**config.mk**
```make
export PLATFORM = sky130hd
export DESIGN_NAME = ex_mem_pipe_reg_flat
export DESIGN_NICKNAME = d
export VERILOG_FILES = /design/src/rtl/ex_mem_pipe_reg_pkg.sv /design/src/rtl/ex_mem_pipe_reg_if.sv /design/src/rtl/ex_mem_pipe_reg_dff.sv /design/src/rtl/ex_mem_pipe_reg.sv /design/src/flat_wrapper.sv
export SDC_FILE = /design/constraint.sdc
export NUM_CORES = 1
export LEC_CHECK = 0
export ABC_AREA = 0
export CAP_MARGIN = 20
export CORE_AREA = 3 3 57 112
export CTS_CLUSTER_SIZE = 14
export DETAILED_ROUTE_END_ITERATION = 10
export DIE_AREA = 0 0 60 115
export GPL_TIMING_DRIVEN = 0
export PLACE_DENSITY = 0.83
export SLEW_MARGIN = 25
export SYNTH_ARGS = -nofsm -noshare
export SYNTH_HDL_FRONTEND = slang
export SYNTH_SLANG_ARGS = --single-unit
```
**constraint.sdc**
```tcl
create_clock -name clk -period 3.4 [get_ports clk]
set_input_delay 1.02 -clock clk [delete_from_list [all_inputs] [get_ports clk]]
set_output_delay 1.02 -clock clk [all_outputs]
set_load 0.02 [all_outputs]
```
**src/rtl/ex_mem_pipe_reg_pkg.sv**
```systemverilog
// Shared definitions for the EX/MEM pipeline register: default widths and
// the canonical field layout of the bundle carried from EX to MEM.
package ex_mem_pkg;

    localparam int unsigned XLEN_DEFAULT   = 32;
    localparam int unsigned REG_AW_DEFAULT = 5;

    // Field order here is the packing order used by the register itself.
    typedef struct packed {
        logic [XLEN_DEFAULT-1:0]   alu_result;
        logic [XLEN_DEFAULT-1:0]   rs2_data;
        logic [REG_AW_DEFAULT-1:0] rd;
        logic                      reg_write;
        logic                      mem_write;
        logic                      mem_read;
        logic                      branch_taken;
    } ex_mem_bundle_t;

endpackage

```
**src/rtl/ex_mem_pipe_reg_if.sv**
```systemverilog
// EX -> MEM bus: EX-stage inputs and the registered copies seen by MEM.
interface ex_mem_pipe_reg_if
    import ex_mem_pkg::*;
#(
    parameter int unsigned XLEN   = XLEN_DEFAULT,
    parameter int unsigned REG_AW = REG_AW_DEFAULT
);
    logic [XLEN-1:0]   alu_result_in;
    logic [XLEN-1:0]   rs2_data_in;
    logic [REG_AW-1:0] rd_in;
    logic              reg_write_in;
    logic              mem_write_in;
    logic              mem_read_in;
    logic              branch_taken_in;

    logic [XLEN-1:0]   alu_result_out;
    logic [XLEN-1:0]   rs2_data_out;
    logic [REG_AW-1:0] rd_out;
    logic              reg_write_out;
    logic              mem_write_out;
    logic              mem_read_out;
    logic              branch_taken_out;
    logic              valid_out;
    logic              mem_access_out;
    logic              fwd_en_out;

    // EX-stage side: drives the inputs, observes the registered outputs.
    modport master (
        output alu_result_in, rs2_data_in, rd_in,
               reg_write_in, mem_write_in, mem_read_in, branch_taken_in,
        input  alu_result_out, rs2_data_out, rd_out,
               reg_write_out, mem_write_out, mem_read_out, branch_taken_out,
               valid_out, mem_access_out, fwd_en_out
    );

    // Pipeline register side.
    modport slave (
        input  alu_result_in, rs2_data_in, rd_in,
               reg_write_in, mem_write_in, mem_read_in, branch_taken_in,
        output alu_result_out, rs2_data_out, rd_out,
               reg_write_out, mem_write_out, mem_read_out, branch_taken_out,
               valid_out, mem_access_out, fwd_en_out
    );

endinterface

```
**src/rtl/ex_mem_pipe_reg_dff.sv**
```systemverilog
// Width-parameterised D flop with synchronous active-high reset to zero.
module pipe_dff #(
    parameter int unsigned WIDTH = 1
) (
    input  logic             clk,
    input  logic             rst,
    input  logic [WIDTH-1:0] d,
    output logic [WIDTH-1:0] q
);

    // Capture on every rising edge; reset wins over capture.
    always_ff @(posedge clk) begin
        if (rst) begin
            q <= '0;
        end else begin
            q <= d;
        end
    end

endmodule

```
**src/rtl/ex_mem_pipe_reg.sv**
```systemverilog
// EX/MEM pipeline register: one-cycle copy of the EX-stage bundle plus a
// valid flag, with memory-access and forwarding hints decoded from the
// registered values only.
module ex_mem_pipe_reg
    import ex_mem_pkg::*;
#(
    parameter int unsigned XLEN   = XLEN_DEFAULT,
    parameter int unsigned REG_AW = REG_AW_DEFAULT
) (
    input  logic             clk,
    input  logic             rst,
    ex_mem_pipe_reg_if.slave bus
);

    // Same layout as ex_mem_bundle_t, sized by this instance's parameters.
    typedef struct packed {
        logic [XLEN-1:0]   alu_result;
        logic [XLEN-1:0]   rs2_data;
        logic [REG_AW-1:0] rd;
        logic              reg_write;
        logic              mem_write;
        logic              mem_read;
        logic              branch_taken;
    } bundle_t;

    bundle_t d_bundle;
    bundle_t q_bundle;
    logic    valid_q;

    assign d_bundle = '{
        alu_result:   bus.alu_result_in,
        rs2_data:     bus.rs2_data_in,
        rd:           bus.rd_in,
        reg_write:    bus.reg_write_in,
        mem_write:    bus.mem_write_in,
        mem_read:     bus.mem_read_in,
        branch_taken: bus.branch_taken_in
    };

    pipe_dff #(.WIDTH($bits(bundle_t))) u_data (
        .clk (clk),
        .rst (rst),
        .d   (d_bundle),
        .q   (q_bundle)
    );

    // Valid rises on the first edge after reset release and stays high.
    pipe_dff #(.WIDTH(1)) u_valid (
        .clk (clk),
        .rst (rst),
        .d   (1'b1),
        .q   (valid_q)
    );

    assign bus.alu_result_out   = q_bundle.alu_result;
    assign bus.rs2_data_out     = q_bundle.rs2_data;
    assign bus.rd_out           = q_bundle.rd;
    assign bus.reg_write_out    = q_bundle.reg_write;
    assign bus.mem_write_out    = q_bundle.mem_write;
    assign bus.mem_read_out     = q_bundle.mem_read;
    assign bus.branch_taken_out = q_bundle.branch_taken;
    assign bus.valid_out        = valid_q;

    // Read+write together is passed through as-is; both count as access.
    assign bus.mem_access_out = q_bundle.mem_read | q_bundle.mem_write;
    // Writes to x0 are never forwarded.
    assign bus.fwd_en_out     = q_bundle.reg_write & (q_bundle.rd != '0);

endmodule

```
**src/flat_wrapper.sv**
```systemverilog
// flat-port wrapper written by rule: the top's interface ports become plain ports
module ex_mem_pipe_reg_flat import ex_mem_pkg::*;
#(
    parameter int unsigned XLEN   = XLEN_DEFAULT,
    parameter int unsigned REG_AW = REG_AW_DEFAULT
)
  (clk, rst, bus_alu_result_in, bus_rs2_data_in, bus_rd_in, bus_reg_write_in, bus_mem_write_in, bus_mem_read_in, bus_branch_taken_in, bus_alu_result_out, bus_rs2_data_out, bus_rd_out, bus_reg_write_out, bus_mem_write_out, bus_mem_read_out, bus_branch_taken_out, bus_valid_out, bus_mem_access_out, bus_fwd_en_out);
  ex_mem_pipe_reg_if #(.XLEN(XLEN), .REG_AW(REG_AW)) bus_i ();
  input  logic clk;
  input  logic rst;
  input wire logic [$bits(bus_i.alu_result_in)-1:0] bus_alu_result_in;
  input wire logic [$bits(bus_i.rs2_data_in)-1:0] bus_rs2_data_in;
  input wire logic [$bits(bus_i.rd_in)-1:0] bus_rd_in;
  input wire logic [$bits(bus_i.reg_write_in)-1:0] bus_reg_write_in;
  input wire logic [$bits(bus_i.mem_write_in)-1:0] bus_mem_write_in;
  input wire logic [$bits(bus_i.mem_read_in)-1:0] bus_mem_read_in;
  input wire logic [$bits(bus_i.branch_taken_in)-1:0] bus_branch_taken_in;
  output wire logic [$bits(bus_i.alu_result_out)-1:0] bus_alu_result_out;
  output wire logic [$bits(bus_i.rs2_data_out)-1:0] bus_rs2_data_out;
  output wire logic [$bits(bus_i.rd_out)-1:0] bus_rd_out;
  output wire logic [$bits(bus_i.reg_write_out)-1:0] bus_reg_write_out;
  output wire logic [$bits(bus_i.mem_write_out)-1:0] bus_mem_write_out;
  output wire logic [$bits(bus_i.mem_read_out)-1:0] bus_mem_read_out;
  output wire logic [$bits(bus_i.branch_taken_out)-1:0] bus_branch_taken_out;
  output wire logic [$bits(bus_i.valid_out)-1:0] bus_valid_out;
  output wire logic [$bits(bus_i.mem_access_out)-1:0] bus_mem_access_out;
  output wire logic [$bits(bus_i.fwd_en_out)-1:0] bus_fwd_en_out;
  assign bus_i.alu_result_in = bus_alu_result_in;
  assign bus_i.rs2_data_in = bus_rs2_data_in;
  assign bus_i.rd_in = bus_rd_in;
  assign bus_i.reg_write_in = bus_reg_write_in;
  assign bus_i.mem_write_in = bus_mem_write_in;
  assign bus_i.mem_read_in = bus_mem_read_in;
  assign bus_i.branch_taken_in = bus_branch_taken_in;
  assign bus_alu_result_out = bus_i.alu_result_out;
  assign bus_rs2_data_out = bus_i.rs2_data_out;
  assign bus_rd_out = bus_i.rd_out;
  assign bus_reg_write_out = bus_i.reg_write_out;
  assign bus_mem_write_out = bus_i.mem_write_out;
  assign bus_mem_read_out = bus_i.mem_read_out;
  assign bus_branch_taken_out = bus_i.branch_taken_out;
  assign bus_valid_out = bus_i.valid_out;
  assign bus_mem_access_out = bus_i.mem_access_out;
  assign bus_fwd_en_out = bus_i.fwd_en_out;
  ex_mem_pipe_reg #(.XLEN(XLEN), .REG_AW(REG_AW)) u_core (.clk(clk), .rst(rst), .bus(bus_i));
endmodule
```
Word level (Yosys, flattened, before mapping):

Cells that the tools add are included.

* output and inout bits: 76
* bits in registers: 74
* logic and storage cells: 6
* bits of input ports: 75

* reductions and logical operators: 1
* multiplexer cells: 1
* bitwise operators: 2

Operator list (count)
* 5-bit nonzero test: 1
* 1-bit bitwise AND: 1
* 1-bit 2-to-1 mux: 1
* 1-bit OR: 1

Logic depth before layout (Yosys ltp):

Gate-level depths: netlist (run 1).

* word-level depth: 2
* gate-level depth with buffers: 3
* gate-level depth less buffers: 2

Hierarchy:

A second synthesis (run 1) with hierarchy kept.

* cells, all modules: 160
* area total of the unflattened synthesis: 2067.0 um^2

Modules (own cells, without submodules)
* pipe_dff (u_core.u_data): cells an instance 154, area an instance 2008.2 um^2, times used 1, sequential area each 1461.4 um^2
* pipe_dff (u_core.u_valid): cells an instance 2, area an instance 33.8 um^2, times used 1, sequential area each 20.0 um^2
* ex_mem_pipe_reg: cells an instance 4, area an instance 25.0 um^2, times used 1, sequential area each 0.0 um^2

Worst setup path after synthesis (run 1):

Ideal clock, no wire load.

* path kind: register -> output
* from: register u_core.u_data.q[8]
* to: output port bus_fwd_en_out
* cell stages (with the launch flop): 3
* path slack: 1.263 ns
* path buffers: 0
* arrival: 1.117 ns
* cells stage by stage: dfxtp_1 > or4_1 > o21a_1

* word-level cells in the longest chain between the ends: 2

RTL lines
* from (decl): line ex_mem_pipe_reg_dff.sv:8 `output logic [WIDTH-1:0] q`
* from (signal assigned): line ex_mem_pipe_reg_dff.sv:14 `q <= '0;`
* from (signal assigned): line ex_mem_pipe_reg_dff.sv:16 `q <= d;`
* 5-bit nonzero test: line ex_mem_pipe_reg.sv:67 `assign bus.fwd_en_out = q_bundle.reg_write & (q_bundle.rd != '0);`
* 1-bit bitwise AND: line ex_mem_pipe_reg.sv:67
* to (decl): line flat_wrapper.sv:27 `output wire logic [$bits(bus_i.fwd_en_out)-1:0] bus_fwd_en_out;`

No other way between the ends.

Worst setup path after layout (run 1):

Same ends and word-level chain as after synthesis.

==> impl_metrics.csv, run 1 <==
group,metric,value,unit
final_layout,drive_above_1_share,4.938,%
final_layout,nets,394,
floorplan,start_util,35.41,%
routing,vias,1585,
setup_path,worstSetupStartpointType,"register",
routing,first_iter_violations,24,
final_layout,mostFrequentLayoutCell,"clkdlybuf4s50_1",
power,power_density,540.3,nW/um^2
synth,synth_cells,159,
setup_path,crit_chain,"or4_1, o21a_1, clkdlybuf4s50_1",
clocking,worst_setup_hold_path_clk_slew,0.05,ns
status,status,"finished, final reports clean",
synth,syn_nets,234,
timing,setup_viol,0,
min_path,worstHoldPathType,"in -> reg",
floorplan,die_h,115,um
power,ir_drop,0.5345,mV
place,placed_area,3572,sq um
synth,synth_area,2004,sq um
run,drv_cap,0,
routing,first_pass_iters,3,
setup_path,crit_path_max_fanout,2,
final_layout,diodes,0,
clocking,post_cts_resize_count,0,
clocking,htreeDepth,3,
floorplan,rows,39,
min_path,hold_start,"rst",
global_route,grtUsageTotal,16.12,%
floorplan,die_x,60,um
synth,synth.yosys.seq_area_share,73.91,%
power,cellLeakagePower,1.528,nW
setup_path,cp_slowest_cell,"or4_1",
place,gp_congestion,0.7010,
place,dp_hpwl,4.373,mm
timing,period_share,85.22,%
clocking,numCtsBuffers,9,
timing,setup_tns,0,ns
floorplan,pin_count,151,
setup_path,endpoint_kind,"primary output",
routing,vias_per_cell,4.117,
clocking,post_cts_buffers,0,
min_path,worstHoldPathCells,2,
min_path,holdPathEnd,"u_core.u_data.q[71]",
global_route,grt_pass1_wl,7.838,mm
global_route,antenna_found_initial,0,
final_layout,areaGrowthSynthToFinish,92.38,%
setup_path,critPathLaunch,"u_core.u_data.q[8]",
clocking,clk_path_buf_depth,2,
timing,max_freq,345.1,MHz
floorplan,dieArea,6900,sq um
power,finalPower,0.002083,W
place,pre_cts_ws,0.8273,ns
global_route,grt_pass1_vias,1609,
timing,slew_headroom,72.42,%
timing,drv_slew,0,
clocking,tritoncts,"yes",
global_route,grt_start_max_net_pins,12,
synth,synth_cell_types,9,
floorplan,coreArea,5660,sq um
setup_path,crit_required,2.38,ns
clocking,cts_sinks,74,
clocking,cts_root_buffer,"clkbuf_16",
timing,worst_pin_slew,0.4137,ns
routing,drcViolationCount,0,
setup_path,cp.arrival,1.88,ns
routing,routed_wl,5.324,mm
synth,ys_seq_elements,74,
setup_path,path_class,"reg -> out",
setup_path,worst_path_largest_cell_delay,0.54,ns
final_layout,final_cell_mix,"clkdlybuf4s50_1 (149), dfxtp_1 (74), nor2b_1 (67)",
place,port_buffers,149,
clocking,cts_hold_buf,0,
timing,finalHoldViolations,0,
synth,yosysWarningCount,0,
timing,fin_ws,0.5024,ns
synth,avgSynthCellArea,12.61,sq um
global_route,grt.overflow.total,0,
timing,rsz0062_at_grt,"false",
timing,whs,0.9433,ns
routing,ant_nets,0,
routing,routedWlPerCell,13.83,um
timing,period_needed,2.898,ns
final_layout,design_area,3856,sq um
==> critical path, delay by kind of cell (launching register included) <==
family	cells	cell delay, ns
DFF	1	0.30
and+or+nand+nor	1	0.54
buffers and inverters	1	0.53
AOI/OAI and AO/OA	1	0.19
==> registers in the layout, indices dropped and copies added (netlist names) <==
| signal | cells |
|---|---|
| u_core.u_data.q | 73 |
| u_core.u_valid.q | 1 |
==> metal layers <==
metal | share of wire [%] | global-route usage [%]
met5 | 0 | 0
met2 | 59 | 29.91
met4 | 2.6 | 9.763
met1 | 30 | 13.43
met3 | 8.6 | 6.067
==> cells in the mapped netlist (all sizes together) <==
cell type	instances	area (sq um)
and2b	6	45.04
inv	1	3.750
clkbuf	7	26.28
or2	1	6.260
dfxtp	74	1481
o21a	1	7.510
buf	1	7.510
nor2b	67	419.2
or4	1	7.510
==> worst max path at each step <==
stage,slack [ns],endpoint
3_5_place_dp,0.83,bus_fwd_en_out
6_report,0.50,bus_fwd_en_out
2_1_floorplan,1.26,bus_fwd_en_out
5_1_grt,0.46,bus_fwd_en_out
3_3_place_gp,0.86,bus_fwd_en_out
4_1_cts,0.47,bus_fwd_en_out
==> power breakdown <==
group,total [W],internal (W),switching (W)
Sequential,0.000927,0.000915,0.0000122
Combinational,0.000287,0.000175,0.000112
Clock,0.000869,0.000551,0.000318
Total,0.00208,0.00164,0.000442
==> through the flow <==
stage	util (%)	cells
6_report	68.13	385
5_1_grt	68.13	385
4_1_cts	68.13	385
3_5_place_dp	63.11	369
3_3_place_gp	63.11	369
2_1_floorplan	-	159
==> cell families after synthesis <==
group | count (synthesis) | synth area share, %
flip-flops | 74 | 73.91
AO/OA/AOI/OAI | 1 | 0.3747
buffers and inverters | 9 | 1.873
AND/OR/NAND/NOR | 75 | 23.85
==> area by class of cell <==
class | instances | area (sq um)
repair buffers | 149 | 1491
flip-flops and latches | 74 | 1481
plain buffers | 8 | 33.78
well taps | 61 | 76.32
multi-input cells | 76 | 485.5
inverters | 1 | 3.754
clock inverters | 2 | 10.01
fillers | 448 | 1804
clock buffers | 14 | 274.0
Note: power is estimated with default switching activity, not from simulation.
==> run 2: changes to the inputs <==
--- a/config.mk
+++ b/config.mk
@@ -7,12 +7,12 @@
 export LEC_CHECK = 0
 export ABC_AREA = 0
 export CAP_MARGIN = 20
-export CORE_AREA = 3 3 57 112
+export CORE_AREA = 3 3 61 105
 export CTS_CLUSTER_SIZE = 14
 export DETAILED_ROUTE_END_ITERATION = 10
-export DIE_AREA = 0 0 60 115
+export DIE_AREA = 0 0 64 108
 export GPL_TIMING_DRIVEN = 0
-export PLACE_DENSITY = 0.83
+export PLACE_DENSITY = 0.87
 export SLEW_MARGIN = 25
 export SYNTH_ARGS = -nofsm -noshare
 export SYNTH_HDL_FRONTEND = slang
==> impl_metrics.csv, run 2 (synthesized netlist as in run 1, its figures left out) <==
group,metric,value,unit
routing,drcViolationCount,0,
clocking,post_cts_resize_count,0,
timing,drv_slew,0,
routing,first_pass_iters,4,
routing,routedWlPerCell,13.71,um
final_layout,top_regs,"u_core.u_data.q (73), u_core.u_valid.q (1)",
global_route,grt.overflow.total,0,
final_layout,nets,394,
clocking,cts_hold_buf,0,
status,status,"finished, final reports clean",
floorplan,coreArea,5630,sq um
place,pre_cts_ws,0.8019,ns
timing,finalHoldViolations,0,
clocking,clk_path_buf_depth,2,
final_layout,diodes,0,
final_layout,drive_above_1_share,4.321,%
timing,rsz0062_at_grt,"false",
setup_path,crit_path_max_fanout,2,
min_path,worstHoldPathType,"in -> reg",
setup_path,cp_slowest_cell,"or4_1",
floorplan,die_x,64,um
setup_path,path_buf_inv,1,
setup_path,cp.arrival,1.93,ns
final_layout,fillers,429,
timing,setup_viol,0,
routing,dr_wl_met2,2.994,mm
floorplan,start_util,35.60,%
setup_path,worst_path_largest_cell_delay,0.53,ns
routing,vias,1613,
timing,worst_pin_slew,0.4358,ns
place,port_buffers,149,
routing,vias_per_cell,4.033,
final_layout,mostFrequentLayoutCell,"clkdlybuf4s50_1",
clocking,numCtsBuffers,9,
clocking,htreeDepth,3,
place,dp_hpwl,4.472,mm
routing,maxUsedRoutingLayer,"met4",
global_route,grtUsageTotal,16.51,%
global_route,grt_pass1_vias,1686,
routing,routed_wl,5.483,mm
setup_path,crit_family,"simple AND/OR/NAND/NOR gates",
power,ir_drop,0.2899,mV
timing,max_freq,339.5,MHz
clocking,worst_setup_hold_path_clk_slew,0.07,ns
power,power_density,488.7,nW/um^2
clocking,cts_root_buffer,"clkbuf_8",
clocking,cts_sinks,74,
floorplan,rows,36,
global_route,grt_pass1_wl,8.273,mm
setup_path,crit_chain,"or4_1, o21a_1, clkdlybuf4s50_1",
timing,slew_headroom,70.95,%
final_layout,multi_input_area,485.5,sq um
final_layout,areaGrowthSynthToFinish,88.08,%
global_route,grt_start_max_net_pins,12,
routing,first_iter_violations,71,
run,drv_cap,0,
min_path,hold_start,"rst",
final_layout,largest_reg_flops,73,
floorplan,pin_count,151,
final_layout,design_area,3770,sq um
timing,period_share,86.64,%
final_layout,seq_area,1481,sq um
global_route,antenna_found_initial,0,
setup_path,path_class,"reg -> out",
setup_path,crit_required,2.38,ns
setup_path,critPathLaunch,"u_core.u_data.q[8]",
routing,wl_met1,1.775,mm
power,cellLeakagePower,1.477,nW
routing,dr_wl_met3,561,um
setup_path,worstSetupStartpointType,"register",
final_layout,largest-register,"u_core.u_data.q",
clocking,post_cts_buffers,0,
timing,whs,0.9365,ns
routing,ant_nets,0,
floorplan,dieArea,6912,sq um
clocking,tritoncts,"yes",
place,placed_area,3591,sq um
timing,period_needed,2.946,ns
place,gp_congestion,0.6852,
timing,fin_ws,0.4542,ns
floorplan,die_h,108,um
final_layout,final_cell_mix,"clkdlybuf4s50_1 (149), dfxtp_1 (74), nor2b_1 (67)",
setup_path,endpoint_kind,"primary output",
timing,setup_tns,0,ns
-- run 2: through the flow --
stage / util (%) / cells / power (W)
floorplan: - / 159 / 0.001050
global route: 66.96 / 400 / 0.001926
CTS: 66.96 / 400 / 0.001867
finish: 66.96 / 400 / 0.001843
detailed placement: 63.78 / 384 / 0.001238
global placement: 63.78 / 384 / 0.001229
-- run 2: metal layers --
metal / track usage (%) / vias up
li1: - / 794
met1: 14.52 / 710
met2: 29.68 / 96
met3: 7.796 / 13
met4: 9.892 / 0
met5: 0 / -
-- run 2: path summary, 6_finish.rpt --
path	end	cells past startpoint
hold / removal	u_core.u_data.q[70]	2
setup / recovery	bus_fwd_en_out	3
-- run 2: power breakdown --
| part | total [W] | leakage, nW | internal (W) | switching (W) |
|---|---|---|---|---|
| combinational | 0.000289 | 0.769 | 0.000175 | 0.000114 |
| clock | 0.000627 | 0.0914 | 0.000338 | 0.000289 |
| sequential | 0.000926 | 0.617 | 0.000913 | 0.0000130 |
| total | 0.00184 | 1.48 | 0.00143 | 0.000416 |
-- run 2: layout make-up --
type                    instances  share of cell area (%)
repair buffers                149                   39.56
flip-flops and latches         74                   39.30
multi-input cells              76                   12.88
clock buffers                  13                   3.684
well taps                      76                   2.522
clock inverters                 3                   1.062
plain buffers                   8                  0.8961
inverters                       1                 0.09957
==> run 3: changes to the inputs <==
--- a/config.mk
+++ b/config.mk
@@ -7,12 +7,14 @@
 export LEC_CHECK = 0
 export ABC_AREA = 0
 export CAP_MARGIN = 20
-export CORE_AREA = 3 3 61 105
+export CELL_PAD_IN_SITES_DETAIL_PLACEMENT = 0
+export CELL_PAD_IN_SITES_GLOBAL_PLACEMENT = 1
+export CORE_AREA = 3 3 72 125
 export CTS_CLUSTER_SIZE = 14
 export DETAILED_ROUTE_END_ITERATION = 10
-export DIE_AREA = 0 0 64 108
+export DIE_AREA = 0 0 75 128
 export GPL_TIMING_DRIVEN = 0
-export PLACE_DENSITY = 0.87
+export PLACE_DENSITY = 0.84
 export SLEW_MARGIN = 25
 export SYNTH_ARGS = -nofsm -noshare
 export SYNTH_HDL_FRONTEND = slang
==> impl_metrics.csv, run 3 (synthesized netlist as in run 1, its figures left out) <==
group,metric,value,unit
status,status,"finished, final reports clean",
global_route,antenna_found_initial,0,
place,gp_congestion,0.7296,
routing,vias,1565,
global_route,grt_start_max_net_pins,12,
timing,finalHoldViolations,0,
setup_path,crit_family,"buffers and inverters",
power,pwr-share-comb,14.0,%
power,power.internal,0.001615,W
setup_path,crit_chain,"or4_1, o21a_1, clkdlybuf4s50_1",
floorplan,dieArea,9600,sq um
setup_path,crit_path_max_fanout,2,
final_layout,final_cell_mix,"clkdlybuf4s50_1 (149), dfxtp_1 (74), nor2b_1 (67)",
power,power_density,528.4,nW/um^2
routing,ant_nets,0,
final_layout,mostFrequentLayoutCell,"clkdlybuf4s50_1",
floorplan,pin_count,151,
timing,max_freq,349.1,MHz
setup_path,worst_path_largest_cell_delay,0.53,ns
clocking,numCtsBuffers,9,
setup_path,path_class,"reg -> out",
final_layout,areaGrowthSynthToFinish,93.57,%
clocking,cts_hold_buf,0,
routing,routedWlPerCell,12.46,um
clocking,cts_sinks,74,
clocking,post_cts_resize_count,0,
final_layout,drive_above_1_share,4.954,%
final_layout,fin_util,48.40,%
power,seqPwrFrac,45.2,%
clocking,post_cts_buffers,0,
final_layout,nets,394,
routing,routed_wl,5.146,mm
power,clock_power_share,40.8,%
clocking,worst_setup_hold_path_clk_slew,0.05,ns
global_route,grt_pass1_vias,1695,
final_layout,fillers,766,
final_layout,largest-register,"u_core.u_data.q",
setup_path,endpoint_kind,"primary output",
run,drv_cap,0,
timing,period_share,84.24,%
place,port_buffers,149,
timing,fin_ws,0.5357,ns
final_layout,top_regs,"u_core.u_data.q (73), u_core.u_valid.q (1)",
setup_path,crit_required,2.38,ns
routing,drcViolationCount,0,
power,netSwitchingPower,0.0004352,W
setup_path,cp.arrival,1.84,ns
floorplan,die_x,75,um
routing,first_iter_violations,32,
global_route,grtUsageTotal,11.27,%
setup_path,worstSetupStartpointType,"register",
routing,first_pass_iters,5,
final_layout,diodes,0,
min_path,worstHoldPathType,"in -> reg",
routing,vias_per_cell,3.789,
power,cellLeakagePower,1.524,nW
timing,slew_headroom,73.37,%
clocking,cts_root_buffer,"clkbuf_16",
timing,setup_tns,0,ns
floorplan,start_util,25.00,%
setup_path,cp_slowest_cell,"clkdlybuf4s50_1",
floorplan,rows,43,
timing,setup_viol,0,
floorplan,die_h,128,um
timing,drv_slew,0,
global_route,grt_pass1_wl,7.955,mm
clocking,htreeDepth,3,
timing,rsz0062_at_grt,"false",
timing,worst_pin_slew,0.3995,ns
power,netSwitchingFraction,21.23,%
global_route,grt.overflow.total,0,
place,dp_hpwl,4.189,mm
final_layout,largest_reg_flops,73,
place,pre_cts_ws,0.8594,ns
setup_path,path_buf_inv,1,
power,ir_drop,0.3148,mV
clocking,tritoncts,"yes",
clocking,clk_path_buf_depth,2,
timing,period_needed,2.864,ns
floorplan,coreArea,8016,sq um
==> run 3: metal layers <==
layer	vias to the layer above	GRT usage (%)	share of wire (%)	wire length, um
met2	82	19.78	56	2859
met4	0	5.346	0.86	44
li1	794	-	-	-
met3	6	6.672	12	636
met1	683	9.720	31	1607
met5	-	0	0	0
==> run 3: power groups by stage <==
stage | clock network, W | registers [W] | logic (W)
6_report | 0.000837 | 0.000927 | 0.000287
3_3_place_gp | 0 | 0.000944 | 0.000288
5_1_grt | 0.000905 | 0.000931 | 0.000307
3_5_place_dp | 0 | 0.000945 | 0.000291
4_1_cts | 0.000870 | 0.000927 | 0.000292
2_1_floorplan | 0 | 0.00101 | 0.0000442
==> run 3: worst paths after layout <==
kind	start	to	cells after the start
max	u_core.u_data.q[8]	bus_fwd_en_out	3
min	rst	u_core.u_data.q[69]	2
==> run 3: final cells by class <==
type / count / area (sq um) / share of cell area (%)
plain buffers: 8 / 33.78 / 0.8707
clock buffers: 12 / 256.5 / 6.611
clock inverters: 3 / 15.01 / 0.3870
inverters: 1 / 3.754 / 0.09674
multi-input cells: 76 / 485.5 / 12.51
flip-flops and latches: 74 / 1481 / 38.18
well taps: 90 / 112.6 / 2.902
repair buffers: 149 / 1491 / 38.44
==> run 3: per-stage QoR <==
step	total power (W)	cells	instance area [sq um]	hold WS [ns]
floorplan	0.001050	159	2004	1.145
global placement	0.001232	398	3608	1.300
detailed placement	0.001236	398	3608	1.307
CTS	0.002089	413	3880	0.9624
global route	0.002143	413	3880	0.9655
finish	0.002050	413	3880	0.9693
